===== src/rtl/hram_arb_pkg.sv =====
// Shared types and constants for the HyperRAM requester arbiter.
package hram_arb_pkg;

  typedef enum logic [1:0] {
    IDLE    = 2'd0,
    ISSUE   = 2'd1,
    WAIT_RD = 2'd2,
    GAP     = 2'd3
  } arb_state_t;

  localparam int          N_REQ_MAX = 4;
  localparam logic [31:0] WDOG_FILL = 32'hDEAD_BEEF;

endpackage


===== src/rtl/hram_req_arbiter_rr_pick.sv =====
// rr_pick: combinational round-robin selector. The search starts at the
// requester just after i_ptr and wraps, so the last winner has lowest priority.
module rr_pick
  import hram_arb_pkg::*;
#(
  parameter int N_REQ = 2
) (
  input  logic [N_REQ-1:0] i_req,
  input  logic [1:0]       i_ptr,
  output logic [1:0]       o_idx,
  output logic             o_vld
);

  // Scan from farthest to nearest so the nearest pending requester wins.
  always_comb begin
    o_idx = '0;
    o_vld = 1'b0;
    for (int k = N_REQ; k >= 1; k--) begin
      if (i_req[(int'(i_ptr) + k) % N_REQ]) begin
        o_idx = 2'((int'(i_ptr) + k) % N_REQ);
        o_vld = 1'b1;
      end
    end
  end

endmodule


===== src/rtl/hram_req_arbiter.sv =====
// hram_req_arbiter: serialises N Avalon-MM requesters onto the single s0 port
// of the HyperRAM controller, one transaction at a time, with a forced idle gap
// between transactions. Optional read watchdog: define HRAM_ARB_WDOG_EN.
module hram_req_arbiter
  import hram_arb_pkg::*;
#(
  parameter int N_REQ       = 2,
  parameter int GAP_CYCLES  = 12,
  parameter int WDOG_CYCLES = 1024
) (
  input  logic                 clk,
  input  logic                 rst,
  input  logic [N_REQ*32-1:0]  s_address,
  input  logic [N_REQ-1:0]     s_read,
  input  logic [N_REQ-1:0]     s_write,
  input  logic [N_REQ*32-1:0]  s_writedata,
  output logic [N_REQ-1:0]     s_waitrequest,
  output logic [31:0]          s_readdata,
  output logic [N_REQ-1:0]     s_readdatavalid,
  output logic [31:0]          m_address,
  output logic                 m_read,
  output logic                 m_write,
  output logic [31:0]          m_writedata,
  input  logic                 m_waitrequest,
  input  logic [31:0]          m_readdata,
  input  logic                 m_readdatavalid,
  output logic [1:0]           grant_id,
  output logic                 busy,
  output logic                 wdog_err
);

  // One counter width covers both the gap and the watchdog down-counters.
  localparam int CNT_MAX = (GAP_CYCLES > WDOG_CYCLES) ? GAP_CYCLES : WDOG_CYCLES;
  localparam int CNT_W   = $clog2(CNT_MAX + 1);
  localparam int IDX_W   = (N_REQ > 1) ? $clog2(N_REQ) : 1;

  arb_state_t         r_state, w_state_nxt;
  logic [1:0]         r_rr_ptr;
  logic [1:0]         r_grant;
  logic [31:0]        r_m_address, r_m_writedata, r_s_readdata;
  logic               r_m_read, r_m_write, r_busy, r_wdog_err;
  logic [N_REQ-1:0]   r_rdv;
  logic [CNT_W-1:0]   r_gap_cnt;
  logic [N_REQ-1:0]   w_req;
  logic [1:0]         w_pick_idx;
  logic               w_pick_vld;
  logic [IDX_W-1:0]   w_idx;
  logic               w_accept;
  logic               w_enter_gap;
`ifdef HRAM_ARB_WDOG_EN
  logic [CNT_W-1:0]   r_wdog_cnt;
  logic               w_wdog_fire;
`endif

  assign w_req    = s_read | s_write;
  assign w_idx    = w_pick_idx[IDX_W-1:0];
  assign w_accept = (r_state == ISSUE) && !m_waitrequest;

  rr_pick #(.N_REQ(N_REQ)) u_pick (
    .i_req (w_req),
    .i_ptr (r_rr_ptr),
    .o_idx (w_pick_idx),
    .o_vld (w_pick_vld)
  );

`ifdef HRAM_ARB_WDOG_EN
  assign w_wdog_fire = (r_state == WAIT_RD) && !m_readdatavalid && (r_wdog_cnt == '0);
`endif

  // State register.
  always_ff @(posedge clk) begin
    if (rst) r_state <= IDLE;
    else     r_state <= w_state_nxt;
  end

  // Next-state logic.
  always_comb begin
    w_state_nxt = r_state;
    case (r_state)
      IDLE:    if (w_pick_vld) w_state_nxt = ISSUE;
      ISSUE:   if (!m_waitrequest) w_state_nxt = r_m_read ? WAIT_RD : GAP;
      WAIT_RD: begin
        if (m_readdatavalid) w_state_nxt = GAP;
`ifdef HRAM_ARB_WDOG_EN
        if (w_wdog_fire)     w_state_nxt = GAP;
`endif
      end
      GAP:     if (r_gap_cnt == '0) w_state_nxt = IDLE;
      default: w_state_nxt = IDLE;
    endcase
  end

  assign w_enter_gap = (r_state != GAP) && (w_state_nxt == GAP);

  // Command capture, response routing, round-robin pointer and gap counter.
  always_ff @(posedge clk) begin
    if (rst) begin
      r_rr_ptr      <= 2'(N_REQ - 1);
      r_grant       <= '0;
      r_m_address   <= '0;
      r_m_writedata <= '0;
      r_m_read      <= 1'b0;
      r_m_write     <= 1'b0;
      r_s_readdata  <= '0;
      r_rdv         <= '0;
      r_busy        <= 1'b0;
      r_gap_cnt     <= '0;
    end else begin
      r_rdv  <= '0;
      r_busy <= (r_state != IDLE);
      if (r_state == IDLE && w_pick_vld) begin
        // Read beats write when a requester raises both; the write stays pending.
        r_m_address   <= s_address[32*w_idx +: 32];
        r_m_writedata <= s_writedata[32*w_idx +: 32];
        r_m_read      <= s_read[w_idx];
        r_m_write     <= !s_read[w_idx];
        r_grant       <= w_pick_idx;
      end
      if (w_accept) begin
        r_m_read  <= 1'b0;
        r_m_write <= 1'b0;
        r_rr_ptr  <= r_grant;
      end
      if (r_state == WAIT_RD && m_readdatavalid) begin
        r_s_readdata            <= m_readdata;
        r_rdv[r_grant[IDX_W-1:0]] <= 1'b1;
      end
`ifdef HRAM_ARB_WDOG_EN
      if (w_wdog_fire) begin
        r_s_readdata              <= WDOG_FILL;
        r_rdv[r_grant[IDX_W-1:0]] <= 1'b1;
      end
`endif
      if (w_enter_gap)          r_gap_cnt <= CNT_W'(GAP_CYCLES - 1);
      else if (r_state == GAP)  r_gap_cnt <= r_gap_cnt - 1'b1;
    end
  end

`ifdef HRAM_ARB_WDOG_EN
  // Read-response watchdog; the error flag is sticky until reset.
  always_ff @(posedge clk) begin
    if (rst) begin
      r_wdog_cnt <= '0;
      r_wdog_err <= 1'b0;
    end else begin
      if (w_accept && r_m_read)    r_wdog_cnt <= CNT_W'(WDOG_CYCLES - 1);
      else if (r_state == WAIT_RD) r_wdog_cnt <= r_wdog_cnt - 1'b1;
      if (w_wdog_fire)             r_wdog_err <= 1'b1;
    end
  end
`else
  assign r_wdog_err = 1'b0;
`endif

  // Only the granted requester sees its stall drop, and only on the accept cycle.
  always_comb begin
    for (int i = 0; i < N_REQ; i++)
      s_waitrequest[i] = !((r_state == ISSUE) && (r_grant == 2'(i)) && !m_waitrequest);
  end

  assign m_address       = r_m_address;
  assign m_writedata     = r_m_writedata;
  assign m_read          = r_m_read;
  assign m_write         = r_m_write;
  assign s_readdata      = r_s_readdata;
  assign s_readdatavalid = r_rdv;
  assign grant_id        = r_grant;
  assign busy            = r_busy;
  assign wdog_err        = r_wdog_err;

endmodule


===== config.mk =====
export PLATFORM = sky130hd
export DESIGN_NAME = hram_req_arbiter
export DESIGN_NICKNAME = d
export VERILOG_FILES = /design/src/rtl/hram_arb_pkg.sv /design/src/rtl/hram_req_arbiter_rr_pick.sv /design/src/rtl/hram_req_arbiter.sv
export SDC_FILE = /design/constraint.sdc
export NUM_CORES = 1
export LEC_CHECK = 0
export CAP_MARGIN = 20
export CORE_MARGIN = 2
export CORE_UTILIZATION = 42
export DETAILED_ROUTE_END_ITERATION = 16
export GPL_ROUTABILITY_DRIVEN = 0
export GPL_TIMING_DRIVEN = 0
export PLACE_DENSITY = 0.86
export RECOVER_POWER = 25
export REMOVE_ABC_BUFFERS = 1
export SLEW_MARGIN = 20
export SYNTH_ARGS = -nofsm -noshare
export SYNTH_HDL_FRONTEND = slang
export SYNTH_HIERARCHICAL = 1
export SYNTH_SLANG_ARGS = --single-unit

===== constraint.sdc =====
create_clock -name clk -period 6 [get_ports clk]
set_input_delay 1.8 -clock clk [delete_from_list [all_inputs] [get_ports clk]]
set_output_delay 1.8 -clock clk [all_outputs]
set_load 0.03 [all_outputs]

=== After elaboration in Yosys (flattened, before gate mapping) ===
Cells that the tools add are included.
Widths: inputs -> output; s select.

* Memories: 0
* Flip-flop bits (word level): 117
* Bits in latches: 0
* Input bits: 168
* Logic and storage cells: 75
* RAM bits: 0
* Bits in read-only memories: 0

* Shift-type cells: 2
* Multipliers: 0
* Reductions and logical operators: 21
* Div/mod/pow operators: 0
* Equality and inequality tests: 6
* $add $sub $neg: 3
* Magnitude comparators: 5
* Bitwise operators: 4
* Mux-type cells: 22

{| class="wikitable"
|+ Operators with widths
! cell !! count
|-
| $shiftx 64x7->32 || 2
|-
| $mux 1 || 12
|-
| $mux 2 || 6
|-
| $logic_not 11->1 || 1
|-
| $sub 11x1->11 const B || 1
|-
| $logic_and 1x1->1 || 9
|-
| $mux 4 || 2
|-
| $pmux 2 s4 || 1
|-
| $eq 2x2->1 const B || 3
|-
| $lt 2x3->1 const B || 2
|-
| $reduce_or 2->1 || 3
|-
| $eq 2x1->1 const B || 2
|-
| $logic_not 1->1 || 4
|-
| $logic_not 2->1 || 2
|-
| $lt 1x2->1 const B || 2
|-
| $reduce_bool 2->1 || 2
|-
| $add 1x1->1 const B || 2
|-
| $and 1x1->1 const A || 2
|-
| $ne 2x2->1 const B || 1
|-
| $or 2x2->2 || 1
|-
| $demux 1 s1 || 1
|-
| $ge 1x1->1 const B || 1
|-
| $not 1->1 || 1
|}

=== Longest topological paths before layout ===
Gate-level depths: netlist (run 1).

* Depth after elaboration: 12
* Mapped depth: 7

=== Modules after synthesis ===
The synthesis (run 1) kept the hierarchy.

{| class="wikitable"
|+ Modules (own cells, without submodules)
! module !! instances !! cells each !! area an instance (µm²)
|-
| hram_req_arbiter || 1 || 546 || 4944.7
|-
| rr_pick || 1 || 4 || 25.0
|}

=== Worst setup path after synthesis (run 1) ===
OpenSTA, ideal clock, no wires.

* Path type: input to output
* Start point: input port m_waitrequest
* End point: output port s_waitrequest[0]
* Path slack: 1.460 ns
* Data required time: 4.200 ns
* Stages on the path: 2
* Data arrival time: 2.740 ns
* Path buffers: 0
* Path through: or3b_2 > or3_1

* Longest elaborated chain between the ends: 3

{| class="wikitable"
|+ RTL lines
! what !! RTL line !! text
|-
| start, declared || hram_req_arbiter.sv:24 || <nowiki>input logic m_waitrequest,</nowiki>
|-
| $logic_not 1->1 || hram_req_arbiter.sv:158 || <nowiki>s_waitrequest[i] = !((r_state == ISSUE) && (r_grant == 2'(i)) && !m_waitrequest);</nowiki>
|-
| $logic_and 1x1->1 || hram_req_arbiter.sv:158 ||
|-
| $logic_not 1->1 || hram_req_arbiter.sv:158 ||
|-
| end, declared || hram_req_arbiter.sv:17 || <nowiki>output logic [N_REQ-1:0] s_waitrequest,</nowiki>
|}

No other way between the ends.

=== Worst setup path in the final report (run 1) ===
Ends and elaborated chain as after synthesis.

==> results of run 1 <==
## power groups by stage
stage	clock network, mW	registers (mW)	logic (mW)
6_report	1.01	0.926	0.781
3_3_place_gp	0	0.934	0.787
4_1_cts	1.02	0.926	0.796
2_1_floorplan	0	1.09	0.279
5_1_grt	1.06	0.936	0.834
3_5_place_dp	0	0.941	0.789
## per-stage QoR
step	hold WS, ps	total power [mW]	cell area, sq um	cells	worst slack, ps
final	449	2.71	8410	955	426
after global routing	468	2.83	8410	955	354
after CTS	453	2.75	8430	954	439
after detailed placement	446	1.73	7840	923	480
after global placement	441	1.72	7630	912	-3330
after floorplan	436	1.37	4730	497	-1370
## layer usage
layer | GRT usage [%] | part of all wire (%) | vias to the layer above
li1 | - | - | 2446
met1 | 26.2 | 37 | 2302
met2 | 46.5 | 52 | 230
met3 | 8.64 | 8.3 | 28
met4 | 10.7 | 2.6 | 0
met5 | 0 | 0 | -
## sequential cells by signal, summed over array words and instances, names as in the netlist, 2 cells and up
register,cells
r_gap_cnt,11
r_state,2
grant_id,2
s_readdata,32
m_address,32
m_writedata,32
s_readdatavalid,2
## cell type report
class | instances | area (sq um) | share of cell area [%]
clock inverter | 11 | 133 | 1.58
clock buffer | 20 | 457 | 5.43
timing repair buffer | 283 | 2900 | 34.4
multi-input combinational | 378 | 2400 | 28.5
antenna | 1 | 2.50 | 0.0297
tap | 143 | 179 | 2.13
inverter | 2 | 7.51 | 0.0892
sequential | 117 | 2340 | 27.8
## cell usage in the layout (no fill, tap or decap), types with 3 or more instances in the layout
| cell | count |
|---|---|
| dfxtp_1 | 117 |
| mux2i_1 | 71 |
| buf_16 | 3 |
| nor3_1 | 4 |
| clkbuf_16 | 17 |
| or2_2 | 4 |
| o31ai_1 | 3 |
| nor2_1 | 75 |
| nand3b_1 | 3 |
| nand3_1 | 3 |
| a21oi_1 | 39 |
| nand2_1 | 67 |
| dlygate4sd3_1 | 44 |
| clkinv_2 | 7 |
| buf_6 | 3 |
| a211oi_1 | 64 |
| buf_8 | 4 |
| bufinv_16 | 3 |
| or4_1 | 3 |
| clkdlybuf4s50_1 | 227 |
## critical path: cells and delay by family
family | cells | cell delay [ps]
buffers and inverters | 2 | 1130
and+or+nand+nor | 2 | 840
## worst paths after layout
check	from	endpoint	depth (start not counted)
setup / recovery	m_waitrequest	s_waitrequest[0]	4
hold / removal	s_readdata[2]	s_readdata[2]	2
setup reg to reg	r_state[1]	m_writedata[16]	7
hold reg to reg	s_readdata[2]	s_readdata[2]	2
==> results summary, run 1 <==
The H-tree was split into 4 levels. The quantity of gates resized following cts came out at 0. The switching power is between 0.8 and 0.9 mW. The total count of max-transition violations in the final report came to 56. The leakage power figure came out at between 3 and 4 nW.

The initial antenna violation count came out at 1. The switching portion of total power is 30.1%. The largest stage delay on the critical path is slightly above 600 ps. The die width came out at between 100 and 150 um. The global-route wire length before repair came out at ~25 mm. The critical path goes through clkdlybuf4s50_1, or3b_2, or3_1, clkdlybuf4s50_1. The number of placement rows came out at 39. The total iterations of the first detailed-routing run came out at 4.

After global routing the overflow that remains totals 0. The post-route minimum period came out at 5570 ps. The number of buffers inserted for hold repair after clock tree synthesis came out at 0. The number of nets in the layout is about 970. The design internal power came out at 1.90 mW. The tightest min-delay check is of the flip-flop to flip-flop type. In this run the mean area of a mapped cell was approximately 9.0 sq um. The later-pin clock latency in the skew report came out at just over 400 ps. Of all nets on the critical path, the largest fanout is 5. The classification of the worst setup path is input port to output pin. The kind of capture point of the worst setup path is an output pin. The floorplan step defined a die boundary enclosing approximately 13000 sq um. The count of maximum capacitance violations came out at 1. The combined global-route utilization of all metal layers came out at between 20% and 30%.

The total setup violations reported at the end of the flow is 0. Detailed placement ended at an HPWL of between 10 and 15 mm. For the final routed database, the setup TNS stands at 0 ps. The number of buffers on the longest clock path is 2.

The number of global-route vias before repair was a little over 5000. The worst-case clock skew came out at ~5.8 ps. The data arrival time of the critical path came out at 3770 ps. Entering global routing, the biggest net connects about 60 pins. In this run the remaining antenna-violating nets after routing total 0. VDD sags by at most approximately 0.25 mV. The cell count after synthesis came out at around 550. Clock tree synthesis selected as its root buffer the cell clkbuf_16. The combined area of all synthesized cells came out at 4940 sq um. The startpoint class of the critical path is an input port. The most numerous cell type found on the critical path is clkdlybuf4s50_1. The final reports fail on capacitance limit, slew limit. The number of filler instances in the final layout came out at around 830. The total routed wirelength is about 16 mm. The actual transition at the worst max-transition pin came out at 2510 ps.

Setup repair after global routing left no endpoint under its margin. Once layout is complete, the utilization of the core stands at between 70% and 80%. TritonCTS built the clock tree. The number of buffers added by the clock tree synthesis step is 17. The residual DRC count is 0. The total vias in the final route came out at ~5000. The synthesis-to-layout area growth is 70.5%.

The number of top-level pins is approximately 270. The cell area power density came out at ~320 nW/um^2. The number of sinks driven by the clock tree came out at between 100 and 150.

The height of the die came out at around 110 um. In this run the tool buffered the top-level ports with ~270 buffer cells. The hold violation count in the final report is 0. The core outline area is around 11000 sq um. The highest-delay cell along the critical path is clkdlybuf4s50_1. The required time of the worst setup path is about 4200 ps. Clock-pin slew was measured on the worst setup and hold paths at around 50 ps.

The iteration-0 DRC count of the detailed router is 276. The proportion of power drawn by flip-flops and latches is approximately 34%. The worst reg-to-reg setup slack is 3430 ps. The power share of the combinational group came out at around 29%. The synthesis warning total is 6. The peak clock frequency supported by timing came out at about 180 MHz. The per-cell via count in the routed design is between 5 and 6. The headroom to the max-slew limit came out at -67.2%. The fraction of layout cells with a size suffix above 1 came out at 6.78%. The run finished, with violations left. The clock network fraction of total power is 37.1%.

The initial core utilization is between 40% and 50%. The wire length per cell came out at between 15 and 20 um. The final critical path takes up 92.9% of the cycle.

In this run the post-CTS setup repair buffer count came out at 0.
(Power assumes the default switching activity.)
==> run 2, diff against run 1 <==
Settings changed: CORE_UTILIZATION 42 to 43, CTS_BUF_LIST set to sky130_fd_sc_hd__clkbuf_2, PLACE_DENSITY 0.86 to 0.88.
==> run 2 against run 1 <==
  * The flow still finishes with violations (capacitance limit, slew limit)
  * Fmax is 1.4% higher
  * Critical path depth stayed put
  * Wire length down 4.5%
  * Core utilization shrank 2.0 points
  * Sequential share of layout area up 1.2 points
  * Non-clock buffer count unchanged
  * Worst hold slack improved by 18 ps
  * First-iteration DRC count is 22% lower
  * Total power is 15% lower
  * Die area is 2.2% lower
  * Register-to-register slack worse by 910 ps
  * Critical path type unchanged
  * Highest routed layer unchanged
==> results summary, run 2 (synthesized netlist as in run 1, its figures left out) <==
The headroom to the max-slew limit is -79.7% (-13 points). The post-detailed-route count of antenna-violating nets came out at 0 (unchanged). In the layout the commonest cells are clkdlybuf4s50_1 (269), dfxtp_1 (117), nor2_1 (75). The classification of the worst setup path is input port to output pin. The area of the multi-input gates is 2380 sq um (-0.63%). The switching portion of total power came to 34.3% (+4.2 points). The portion of the clock cycle consumed by the worst path in the final layout is 91.7% (-1.2 points).

The peak clock frequency supported by timing was 182 MHz (+1.4%). The flow ran to the end, but the final reports show violations. The die width came out at 111 um (-1.1%). The quantity of gates resized following cts came to 0 (unchanged).

The number of filler instances in the final layout came out at 825 (-0.24%). The worst setup path is launched from an input port. The final design area excluding fillers is 8080 sq um (-4.0%). STA classifies the critical path endpoint as an output pin.

The initial antenna violation count came out at 0 (-1). The count of buffers added by post-CTS timing repair for setup is 0 (unchanged). The power share of the combinational group came out at 33.9% (+5.1 points). The count of maximum capacitance violations is 3 (+2). The CTS clock-pin slew for the worst setup and hold paths came to 170 ps (+120 ps). The required time of the worst setup path is 4200 ps (about the same). The height of the die was 111 um (-1.1%). The total setup violations reported at the end of the flow came out at 0 (unchanged).

The initial core utilization is 43.6% (+0.56 points). The global-route wire length before repair is 24.2 mm (-4.9%). The design internal power is 1.52 mW (-20%). The residual DRC count came out at 0 (unchanged). The post-route minimum period came out at 5500 ps (-74.5 ps). The worst-case clock skew came out at 37.9 ps (+32.1 ps). The largest stage delay on the critical path is 610 ps (about the same).

The number of placement rows is 39 (unchanged). The H-tree depth reported by CTS is 4 (unchanged). The number of buffers on the longest clock path is 2 (unchanged). The synthesis-to-layout area growth came out at 63.7%.

The total cell area at the placement stage came out at 7840 sq um (about the same). Traced cell by cell, the critical path runs through clkdlybuf4s50_1, or3b_2, or3_1, clkdlybuf4s50_1. The wire length per cell came out at 15.9 um (-4.4%). The number of buffers added by the clock tree synthesis step came out at 17 (unchanged). The full die area came to 12400 sq um (-2.2%). The library cell used most frequently in the layout, excluding fill and tap cells, is clkdlybuf4s50_1. The total count of max-transition violations in the final report was 135 (+140%). The core utilization of the finished layout came to 71.4% (-2.0 points). The final antenna diode count came out at 0 (-1). The combined global-route utilization of all metal layers came out at 24.3% (-1.0 points).

The number of input and output port buffers inserted is 272 (unchanged). The count of buffer and inverter cells on the critical path is 2 (unchanged). The hold violation count in the final report came to 0 (unchanged).

The fraction of layout cells with a size suffix above 1 came out at 6.41% (-0.37 points). The leakage power figure was 2.99 nW (-8.2%). The highest-delay cell along the critical path is clkdlybuf4s50_1. Setup repair after global routing left no endpoint under its margin. The number of global-route vias before repair came out at 4836 (-6.6%). The core outline area is 11300 sq um (-1.3%). The total routed wirelength is 15.1 mm (-4.5%).

The detailed placer's ending HPWL was 11.6 mm (about the same). The number of nets in the layout came out at 968 (unchanged). The total vias in the final route is 4985 (-0.42%).

The number of sinks driven by the clock tree is 117 (unchanged). The cell area power density came to 285 nW/um^2 (-12%). The highest net fanout along the worst path is 5 (unchanged). The remaining global-route overflow is 0 (unchanged). The switching power came out at 0.791 mW (-3.0%). The total iterations of the first detailed-routing run is 8 (+4). The iteration-0 DRC count of the detailed router came out at 215 (-22%).

The number of buffers inserted for hold repair after clock tree synthesis came to 0 (unchanged). The per-cell via count in the routed design came out at 5.23 (-0.32%). The actual transition at the worst max-transition pin came out at 2690 ps (+188 ps). TritonCTS built the clock tree.

The proportion of power drawn by flip-flops and latches came out at 40.1% (+6.0 points). The final reports fail on capacitance limit, slew limit. The kind of cell adding the most delay to the critical path is buffers and inverters. The data arrival time of the critical path came out at 3700 ps (-70 ps). The register cell area after layout was 2340 sq um (unchanged). The tightest min-delay check is of the flip-flop to flip-flop type. The number of top-level pins is 274 (unchanged). The largest vdd supply drop came out at 0.169 mV (-32%). The clock network fraction of total power came out at 26.0% (-11 points). The cell sitting at the root of the clock tree is a clkbuf_2. The maximum number of pins on one net before global-route repair came out at 64 (+4.9%).

Counting stages on the worst path, the most repeated cell is clkdlybuf4s50_1. The later-pin clock latency in the skew report was 640 ps (+230 ps).
-- run 2: area by class of cell --
| type | count | area share [%] |
|---|---|---|
| Multi-Input combinational cell | 378 | 29.5 |
| Clock inverter | 14 | 2.48 |
| Timing Repair Buffer | 283 | 35.7 |
| Tap cell | 143 | 2.21 |
| Sequential cell | 117 | 29.0 |
| Clock buffer | 17 | 1.05 |
| Inverter | 2 | 0.0929 |
-- run 2: final timing paths --
path / depth (start not counted) / start / end / slack, ps
worst max register to register: 6 / r_state[1] / m_address[1] / 2520
worst min register to register: 2 / s_readdata[30] / s_readdata[30] / 470
worst max-delay path: 4 / m_waitrequest / s_waitrequest[0] / 500
worst min-delay path: 2 / s_readdata[30] / s_readdata[30] / 470
-- run 2: per-layer routing --
metal | share of wire (%) | track usage (%)
met4 | 1.9 | 7.41
met1 | 38 | 26.4
met5 | 0 | 0
met3 | 7.9 | 7.93
met2 | 52 | 44.7
-- run 2: worst register-to-register path, delay by kind of cell, from the launching register on --
kind / cells / cell delay [ps]
compound gates: 1 / 240
buf+inv: 3 / 760
flops: 1 / 500
simple gates: 2 / 1860
-- run 2: metrics by stage --
stage	power, mW	setup TNS (ps)	cells	worst slack, ps	hold WS, ps
final	2.31	0	954	501	467
after global routing	2.42	0	954	467	491
after CTS	2.33	0	954	497	471
after detailed placement	1.73	0	923	515	449
after global placement	1.72	-199500	912	-3300	442
after floorplan	1.37	-83410	497	-1370	436
-- run 2: power by group through the flow --
stage	Sequential [mW]	Combinational [mW]	Clock, mW
floorplan	1.09	0.279	0
global placement	0.935	0.787	0
detailed placement	0.941	0.785	0
CTS	0.926	0.788	0.611
global route	0.939	0.835	0.647
finish	0.926	0.782	0.599
